**config.mk**
```make
export PLATFORM = sky130hd
export DESIGN_NAME = vga_timing_gen_flat
export DESIGN_NICKNAME = d
export VERILOG_FILES = /design/src/rtl/vga_pkg.sv /design/src/rtl/vga_timing_gen_if.sv /design/src/rtl/vga_axis_cnt.sv /design/src/rtl/vga_timing_gen.sv /design/src/flat_wrapper.sv
export SDC_FILE = /design/constraint.sdc
export NUM_CORES = 1
export LEC_CHECK = 0
export CAP_MARGIN = 15
export CORE_MARGIN = 3
export CORE_UTILIZATION = 46
export CTS_CLUSTER_DIAMETER = 50
export CTS_CLUSTER_SIZE = 20
export DETAILED_ROUTE_END_ITERATION = 16
export PLACE_DENSITY = 0.77
export REMOVE_ABC_BUFFERS = 1
export SYNTH_ARGS = -nofsm -noshare
export SYNTH_HDL_FRONTEND = slang
export SYNTH_SLANG_ARGS = --single-unit
```
**constraint.sdc**
```tcl
create_clock -name clk -period 2.1 [get_ports clk]
set_clock_uncertainty 0.15 [all_clocks]
set_input_delay 0.42 -clock clk [delete_from_list [all_inputs] [get_ports clk]]
set_output_delay 0.42 -clock clk [all_outputs]
set_load 0.01 [all_outputs]
```
**src/rtl/vga_pkg.sv**
```systemverilog
// vga_pkg: shared definitions for the VGA timing generator.
//   - default 640x480@60 timing values (pixel units / line units)
//   - helpers computing the total line / frame length from the four segments
//   - the eight-entry colour-bar table used by the optional test pattern
package vga_pkg;

    localparam int H_ACTIVE_DEF = 640;
    localparam int H_FP_DEF     = 16;
    localparam int H_SYNC_DEF   = 96;
    localparam int H_BP_DEF     = 48;
    localparam int V_ACTIVE_DEF = 480;
    localparam int V_FP_DEF     = 10;
    localparam int V_SYNC_DEF   = 2;
    localparam int V_BP_DEF     = 33;

    // One bit per channel; the output stage replicates it across CW bits.
    typedef struct packed {
        logic r;
        logic g;
        logic b;
    } bar_rgb_t;

    function automatic int axis_total(input int active, input int fp, input int sync, input int bp);
        return active + fp + sync + bp;
    endfunction

    function automatic int h_total(input int active, input int fp, input int sync, input int bp);
        return axis_total(active, fp, sync, bp);
    endfunction

    function automatic int v_total(input int active, input int fp, input int sync, input int bp);
        return axis_total(active, fp, sync, bp);
    endfunction

    // Bars left to right: white, yellow, cyan, green, magenta, red, blue, black.
    function automatic bar_rgb_t bar_rgb(input logic [2:0] idx);
        bar_rgb_t c;
        case (idx)
            3'd0:    c = '{r: 1'b1, g: 1'b1, b: 1'b1};
            3'd1:    c = '{r: 1'b1, g: 1'b1, b: 1'b0};
            3'd2:    c = '{r: 1'b0, g: 1'b1, b: 1'b1};
            3'd3:    c = '{r: 1'b0, g: 1'b1, b: 1'b0};
            3'd4:    c = '{r: 1'b1, g: 1'b0, b: 1'b1};
            3'd5:    c = '{r: 1'b1, g: 1'b0, b: 1'b0};
            3'd6:    c = '{r: 1'b0, g: 1'b0, b: 1'b1};
            default: c = '{r: 1'b0, g: 1'b0, b: 1'b0};
        endcase
        return c;
    endfunction

endpackage

```
**src/rtl/vga_timing_gen_if.sv**
```systemverilog
// vga_timing_gen_if: link between the timing generator and the upstream
// pixel source.
//   pos_x  [10:0]  current horizontal count (timing gen -> source)
//   pos_y  [9:0]   current vertical count   (timing gen -> source)
//   pix_ce         one-clk pixel-tick strobe (timing gen -> source)
//   pix_r/g/b [CW] colour for pos_x/pos_y     (source -> timing gen)
//
// Handshake: there is no ready/back-pressure. pos_x/pos_y are stable from one
// pix_ce to the next; the source must present the colour of that coordinate
// before the clk edge on which pix_ce is high, where it is captured. Colour
// is ignored (and may be X) whenever the coordinate is outside the active area.
interface vga_timing_gen_if #(parameter int CW = 4) ();
    logic [10:0]   pos_x;
    logic [9:0]    pos_y;
    logic          pix_ce;
    logic [CW-1:0] pix_r;
    logic [CW-1:0] pix_g;
    logic [CW-1:0] pix_b;

    modport master (output pos_x, pos_y, pix_ce, input pix_r, pix_g, pix_b);
    modport slave  (input pos_x, pos_y, pix_ce, output pix_r, pix_g, pix_b);
endinterface

```
**src/rtl/vga_axis_cnt.sv**
```systemverilog
// vga_axis_cnt: one raster axis (horizontal or vertical) counter.
//   clk, rst     clock, synchronous active-high reset
//   ce           advance strobe (pixel tick for H, H wrap for V)
//   wrap_in      step qualifier; the counter moves only when ce && wrap_in
//   cnt [W]      current position, 0..ACTIVE+FP+SYNC+BP-1
//   active       cnt inside the visible segment
//   sync_region  cnt inside the sync segment (after the front porch)
//   wrap_out     high on the step that returns cnt to 0
module vga_axis_cnt
    import vga_pkg::*;
#(
    parameter int ACTIVE = H_ACTIVE_DEF,
    parameter int FP     = H_FP_DEF,
    parameter int SYNC   = H_SYNC_DEF,
    parameter int BP     = H_BP_DEF,
    parameter int W      = 11
) (
    input  logic         clk,
    input  logic         rst,
    input  logic         ce,
    input  logic         wrap_in,
    output logic [W-1:0] cnt,
    output logic         active,
    output logic         sync_region,
    output logic         wrap_out
);
    localparam int           TOTAL      = axis_total(ACTIVE, FP, SYNC, BP);
    localparam logic [W-1:0] LAST       = W'(TOTAL - 1);
    localparam logic [W-1:0] ACT_END    = W'(ACTIVE);
    localparam logic [W-1:0] SYNC_START = W'(ACTIVE + FP);
    localparam logic [W-1:0] SYNC_END   = W'(ACTIVE + FP + SYNC);

    logic step;

    assign step     = ce & wrap_in;
    assign wrap_out = step && (cnt == LAST);

    always_ff @(posedge clk) begin
        if (rst) begin
            cnt <= '0;
        end else if (step) begin
            cnt <= (cnt == LAST) ? '0 : cnt + W'(1);
        end
    end

    assign active      = (cnt < ACT_END);
    assign sync_region = (cnt >= SYNC_START) && (cnt < SYNC_END);

endmodule

```
**src/rtl/vga_timing_gen.sv**
```systemverilog
// vga_timing_gen: VGA raster timing generator with blanked RGB output stage.
//   clk, rst        system clock, synchronous active-high reset
//   pat_sel         (only with VGA_PATTERN_EN) 1 = colour bars replace pix_*
//   pix             pixel-source link (pos_x/pos_y/pix_ce out, pix_r/g/b in)
//   out_R/G/B [CW]  registered colour, 0 while blanked
//   Hsync, Vsync    registered syncs, polarity set by SYNC_POL
//   de              registered display enable
//   frame_start     one-clk pulse alongside the first de of each frame
// Optional build macro: VGA_PATTERN_EN adds the pat_sel colour-bar generator.
// All registered outputs describe the coordinate that pos_x/pos_y held one
// pixel tick earlier.
module vga_timing_gen
    import vga_pkg::*;
#(
    parameter int H_ACTIVE = H_ACTIVE_DEF,
    parameter int H_FP     = H_FP_DEF,
    parameter int H_SYNC   = H_SYNC_DEF,
    parameter int H_BP     = H_BP_DEF,
    parameter int V_ACTIVE = V_ACTIVE_DEF,
    parameter int V_FP     = V_FP_DEF,
    parameter int V_SYNC   = V_SYNC_DEF,
    parameter int V_BP     = V_BP_DEF,
    parameter int SYNC_POL = 0,
    parameter int CW       = 4,
    parameter int PIX_DIV  = 2
) (
    input  logic             clk,
    input  logic             rst,
`ifdef VGA_PATTERN_EN
    input  logic             pat_sel,
`endif
    vga_timing_gen_if.master pix,
    output logic [CW-1:0]    out_R,
    output logic [CW-1:0]    out_G,
    output logic [CW-1:0]    out_B,
    output logic             Hsync,
    output logic             Vsync,
    output logic             de,
    output logic             frame_start
);
    localparam int            DW       = (PIX_DIV > 1) ? $clog2(PIX_DIV) : 1;
    localparam logic [DW-1:0] DIV_LAST = DW'(PIX_DIV - 1);
    localparam logic          POL      = (SYNC_POL != 0);

    logic [DW-1:0] div_cnt;
    logic          pix_ce;
    logic [10:0]   h_cnt;
    logic [9:0]    v_cnt;
    logic          h_act, h_sync, h_wrap;
    logic          v_act, v_sync, v_wrap;
    logic          de_next;
    logic          frame_top;
    logic [CW-1:0] src_r, src_g, src_b;

    // Pixel-rate divider; with PIX_DIV=1 div_cnt stays 0 and pix_ce is constant.
    assign pix_ce = (div_cnt == DIV_LAST);

    always_ff @(posedge clk) begin
        if (rst) begin
            div_cnt <= '0;
        end else if (pix_ce) begin
            div_cnt <= '0;
        end else begin
            div_cnt <= div_cnt + DW'(1);
        end
    end

    vga_axis_cnt #(
        .ACTIVE(H_ACTIVE), .FP(H_FP), .SYNC(H_SYNC), .BP(H_BP), .W(11)
    ) u_h_cnt (
        .clk(clk), .rst(rst), .ce(pix_ce), .wrap_in(1'b1),
        .cnt(h_cnt), .active(h_act), .sync_region(h_sync), .wrap_out(h_wrap)
    );

    vga_axis_cnt #(
        .ACTIVE(V_ACTIVE), .FP(V_FP), .SYNC(V_SYNC), .BP(V_BP), .W(10)
    ) u_v_cnt (
        .clk(clk), .rst(rst), .ce(h_wrap), .wrap_in(1'b1),
        .cnt(v_cnt), .active(v_act), .sync_region(v_sync), .wrap_out(v_wrap)
    );

    assign pix.pos_x  = h_cnt;
    assign pix.pos_y  = v_cnt;
    assign pix.pix_ce = pix_ce;
    assign de_next    = h_act & v_act;

`ifdef VGA_PATTERN_EN
    logic [2:0] bar_idx;
    bar_rgb_t   bar;

    // Index is only meaningful inside the active area; blanking masks the rest.
    assign bar_idx = 3'(int'(h_cnt) / (H_ACTIVE / 8));
    assign bar     = bar_rgb(bar_idx);

    always_comb begin
        src_r = pix.pix_r;
        src_g = pix.pix_g;
        src_b = pix.pix_b;
        if (pat_sel) begin
            src_r = {CW{bar.r}};
            src_g = {CW{bar.g}};
            src_b = {CW{bar.b}};
        end
    end
`else
    assign src_r = pix.pix_r;
    assign src_g = pix.pix_g;
    assign src_b = pix.pix_b;
`endif

    // frame_top marks that the counters sit at (0,0): set by reset or by the
    // vertical wrap, consumed by the next pixel tick.
    always_ff @(posedge clk) begin
        if (rst) begin
            frame_top <= 1'b1;
        end else if (pix_ce) begin
            frame_top <= v_wrap;
        end
    end

    always_ff @(posedge clk) begin
        if (rst) begin
            frame_start <= 1'b0;
        end else begin
            frame_start <= pix_ce & frame_top;
        end
    end

    always_ff @(posedge clk) begin
        if (rst) begin
            de    <= 1'b0;
            Hsync <= ~POL;
            Vsync <= ~POL;
            out_R <= '0;
            out_G <= '0;
            out_B <= '0;
        end else if (pix_ce) begin
            de    <= de_next;
            Hsync <= POL ^ ~h_sync;
            Vsync <= POL ^ ~v_sync;
            // Muxing to 0 keeps an undriven source from leaking X while blanked.
            out_R <= de_next ? src_r : '0;
            out_G <= de_next ? src_g : '0;
            out_B <= de_next ? src_b : '0;
        end
    end

endmodule

```
**src/flat_wrapper.sv**
```systemverilog
// flat-port wrapper written by rule: the top's interface ports become plain ports
module vga_timing_gen_flat import vga_pkg::*;
#(
    parameter int H_ACTIVE = H_ACTIVE_DEF,
    parameter int H_FP     = H_FP_DEF,
    parameter int H_SYNC   = H_SYNC_DEF,
    parameter int H_BP     = H_BP_DEF,
    parameter int V_ACTIVE = V_ACTIVE_DEF,
    parameter int V_FP     = V_FP_DEF,
    parameter int V_SYNC   = V_SYNC_DEF,
    parameter int V_BP     = V_BP_DEF,
    parameter int SYNC_POL = 0,
    parameter int CW       = 4,
    parameter int PIX_DIV  = 2
)
  (clk, rst, out_R, out_G, out_B, Hsync, Vsync, de, frame_start, pix_pos_x, pix_pos_y, pix_pix_ce, pix_pix_r, pix_pix_g, pix_pix_b);
  vga_timing_gen_if #(.CW(CW)) pix_i ();
  input  logic clk;
  input  logic rst;
  output logic [CW-1:0] out_R;
  output logic [CW-1:0] out_G;
  output logic [CW-1:0] out_B;
  output logic Hsync;
  output logic Vsync;
  output logic de;
  output logic frame_start;
  output wire logic [$bits(pix_i.pos_x)-1:0] pix_pos_x;
  output wire logic [$bits(pix_i.pos_y)-1:0] pix_pos_y;
  output wire logic [$bits(pix_i.pix_ce)-1:0] pix_pix_ce;
  input wire logic [$bits(pix_i.pix_r)-1:0] pix_pix_r;
  input wire logic [$bits(pix_i.pix_g)-1:0] pix_pix_g;
  input wire logic [$bits(pix_i.pix_b)-1:0] pix_pix_b;
  assign pix_pos_x = pix_i.pos_x;
  assign pix_pos_y = pix_i.pos_y;
  assign pix_pix_ce = pix_i.pix_ce;
  assign pix_i.pix_r = pix_pix_r;
  assign pix_i.pix_g = pix_pix_g;
  assign pix_i.pix_b = pix_pix_b;
  vga_timing_gen #(.H_ACTIVE(H_ACTIVE), .H_FP(H_FP), .H_SYNC(H_SYNC), .H_BP(H_BP), .V_ACTIVE(V_ACTIVE), .V_FP(V_FP), .V_SYNC(V_SYNC), .V_BP(V_BP), .SYNC_POL(SYNC_POL), .CW(CW), .PIX_DIV(PIX_DIV)) u_core (.clk(clk), .rst(rst), .pix(pix_i), .out_R(out_R), .out_G(out_G), .out_B(out_B), .Hsync(Hsync), .Vsync(Vsync), .de(de), .frame_start(frame_start));
endmodule
```
==> implementation parameters <==
Parameter                              Value

Min path
  Min-Delay Path Depth    2
  Path category of the worst min-delay check    flop to flop

Setup path
  Critical path's largest stage delay    600 ps
  Data arrival at the endpoint of the critical path    1440 ps
  Critical path startpoint category    flop
  Cell with the biggest individual delay on the critical path    sky130_fd_sc_hd__clkdlybuf4s50_1
  Endpoint class of the critical path    output pin
  Slack of the worst reg-to-reg path    180 ps
  Crit path max fanout    8
  Worst path buffer plus inverter count    1
  Critical path depth in cells    1
  Worst setup path category    flop to output pin
  Family with the most delay on the worst path    buffers and inverters
  Worst R2R Path Depth    6
  Critical path cell sequence    clkdlybuf4s50_1
  Critical path required time    1530 ps

Clock tree
  Htree depth    2
  Hold Buf Count CTS    0
  CTS Root Cell    sky130_fd_sc_hd__clkbuf_4
  Clock transition at the registers of the reported paths    110 ps
  Clock tree from TritonCTS    done
  Buffers inserted by post-CTS timing repair    0
  Clock latency at the later pin of the worst-skew pair    350 ps
  Clock buffers created by TritonCTS    5
  Clock Path Buffers    2
  Count of clock tree sinks    39
  Cells resized by post-CTS repair    0

Drt
  Total detailed-routing wirelength    4.08 mm
  TritonRoute pass-1 iters    4
  DRC violation count after routing    0
  Antenna viol nets, final    0
  Detailed-route wire length per cell    14.8 µm
  Ratio of routed vias to standard cells    5.67
  DRC violation total after the first TritonRoute iteration    121
  Via count of the routed design    1560

STA
  Max-slew violation count    0
  Worst setup margin    86.4 ps
  Post-route minimum period    2010 ps
  Worst hold slack across all endpoints    321 ps
  Final setup violation count    0
  F_max    0.497 GHz
  Slew Limit Headroom    0.441
  Setup repair after global routing missed its margin    no
  Total count of hold-check failures in the final report    0
  Post-route fraction of the period consumed by the critical path    0.959
  Worst-Margin Slew    835 ps

Yosys
  Yosys Warn Count    0
  Async SR Flop Fraction    0
  Leading cell types by count after synthesis    sky130_fd_sc_hd__dfxtp_1 (39), sky130_fd_sc_hd__nor2_1 (16), sky130_fd_sc_hd__a22o_1 (12)
  Top area cells in the synthesized netlist    sky130_fd_sc_hd__dfxtp_1 (46%), sky130_fd_sc_hd__a22o_1 (6.3%), sky130_fd_sc_hd__nor2_1 (3.6%)
  Count of state elements after synthesis    39
  Top-area cell type share of the netlist area    0.465
  Number of cells produced by synthesis    171
  Biggest area consumer among synthesized cells    sky130_fd_sc_hd__dfxtp_1
  Count of flip-flops with a built-in enable after synthesis    0
  Mean instance size in the synthesized netlist    9.82 µm²
  Post-synthesis instance area    1680 µm²
  Leading register cell type out of synthesis    sky130_fd_sc_hd__dfxtp_1
  Fraction of the yosys area taken by sequential cells    0.465
  Library cells used by synthesis    45
  Cell with the most instances after synthesis    sky130_fd_sc_hd__dfxtp_1

Floorplanning
  Initial Util    0.492
  DIE AREA    4410 µm²
  IO Pins    52
  Number of cell rows    21
  Die boundary height    66.4 µm
  Die boundary width    66.4 µm
  Core footprint    3420 µm²

Pwr
  Fraction of power spent switching nets    0.246
  Static power due to leakage    0.857 nW
  Part of the total power dissipated in combinational logic    0.113
  Maximum vdd ir drop    356 µV
  Cell Int Power    0.980 mW
  Clock network power share    0.286
  PD cells    564 nW/µm²
  Net switching component of the power    0.320 mW
  Register share of total power    0.600

Global routing
  Global-route wire length before repair    7.08 mm
  Pin count of the biggest net entering global routing    15
  Number of antenna violations at the first check in global routing    0
  Via count of the first global-routing pass    1517
  Overall Global Routing Usage    0.207
  Overall overflow remaining after global route    0

Placed design
  Sum of net half-perimeters after detailed placement    3.01 mm
  Worst setup slack after placement    -95.4 ps
  RD Place Congestion    0.942
  Port Buffers    51

Finish
  # diodes    0
  Layout net count    245
  Area Overhead vs Synth    37.3%
  Share of layout cells above drive strength 1    0.131

Flow run
  Max-Cap Viols    0

Status
  Run status    finished, final reports clean
[path summary, 6_finish.rpt]
kind                                      startpoint                            endpoint
setup / recovery  u_core.u_h_cnt.cnt[5]$_SDFFE_PP0P_                        pix_pos_x[5]
hold / removal         u_core.frame_top$_SDFFE_PP1P_       u_core.frame_top$_SDFFE_PP1P_
setup reg to reg  u_core.u_h_cnt.cnt[1]$_SDFFE_PP0P_  u_core.u_h_cnt.cnt[8]$_SDFFE_PP0P_
hold reg to reg        u_core.frame_top$_SDFFE_PP1P_       u_core.frame_top$_SDFFE_PP1P_
[per-stage QoR]
stage               total power [mW]  TNS [ps]  utilization  area [µm²]  cells
floorplan                      0.848         0            -        1620    162
detailed placement             0.944     -1180        0.657        2240    267
CTS                             1.31         0        0.673        2300    275
global placement               0.940      -151        0.657        2240    267
finish                          1.30         0        0.675        2300    275
global route                    1.37         0        0.675        2300    275
[power by group through the flow]
stage | clock network, mW | registers [mW] | logic, mW
floorplan | 0 | 0.807 | 0.0414
global placement | 0 | 0.796 | 0.145
detailed placement | 0 | 0.796 | 0.148
CTS | 0.383 | 0.780 | 0.149
global route | 0.428 | 0.784 | 0.160
finish | 0.372 | 0.780 | 0.147
[cell usage in the layout, fill, tap and decap left out, drive strengths merged, types with 3 or more instances in the layout]
cell type | Yosys | layout
clkdlybuf4s50 | 0 | 51
dfxtp | 39 | 39
nor2 | 16 | 16
a22o | 12 | 12
nand3 | 11 | 11
a31oi | 9 | 9
nand2 | 9 | 9
buf | 7 | 8
o21ai | 7 | 7
nand4 | 6 | 6
xor2 | 6 | 6
and3 | 6 | 6
clkbuf | 2 | 6
inv | 4 | 4
xnor2 | 4 | 4
ha | 3 | 3
and4 | 3 | 3
o31ai | 3 | 3
[metal layers]
metal,wire length (µm),share of wire,GRT usage
met5,0,0,0
met4,16,0.0039,0.0635
met3,231,0.057,0.0578
met2,2050,0.50,0.337
met1,1780,0.44,0.263
[layout make-up]
type	instances	area, µm²
fillers	303	1110
clock buffers	6	41.3
well taps	46	57.6
repair buffers	59	571
clock inverters	2	12.5
flip-flops and latches	39	787
inverters	4	15.0
multi-input cells	119	821
[flip-flops by register name, summed over array words and instances (netlist names)]
name / flops
u_core.out_G: 4
u_core.u_v_cnt.cnt: 10
u_core.de: 1
u_core.frame_start: 1
u_core.u_h_cnt.cnt: 11
u_core.out_B: 4
u_core.out_R: 4
u_core.Vsync: 1
u_core.frame_top: 1
u_core.pix.pix_ce: 1
u_core.Hsync: 1
[cell families (layout without fill, tap and decap cells)]
| logic type | after synthesis | count (layout) | share of synthesized area |
|---|---|---|---|
| buffers and inverters | 13 | 71 | 0.0462 |
| AO/OA/AOI/OAI | 40 | 40 | 0.180 |
| AND/OR/NAND/NOR | 65 | 65 | 0.229 |
| flip-flops | 39 | 39 | 0.465 |
| multiplexers | 1 | 1 | 0.00596 |
| XOR/XNOR | 10 | 10 | 0.0522 |
| adder cells (fa/ha/maj) | 3 | 3 | 0.0224 |
Note: power is estimated with default switching activity, not from simulation.
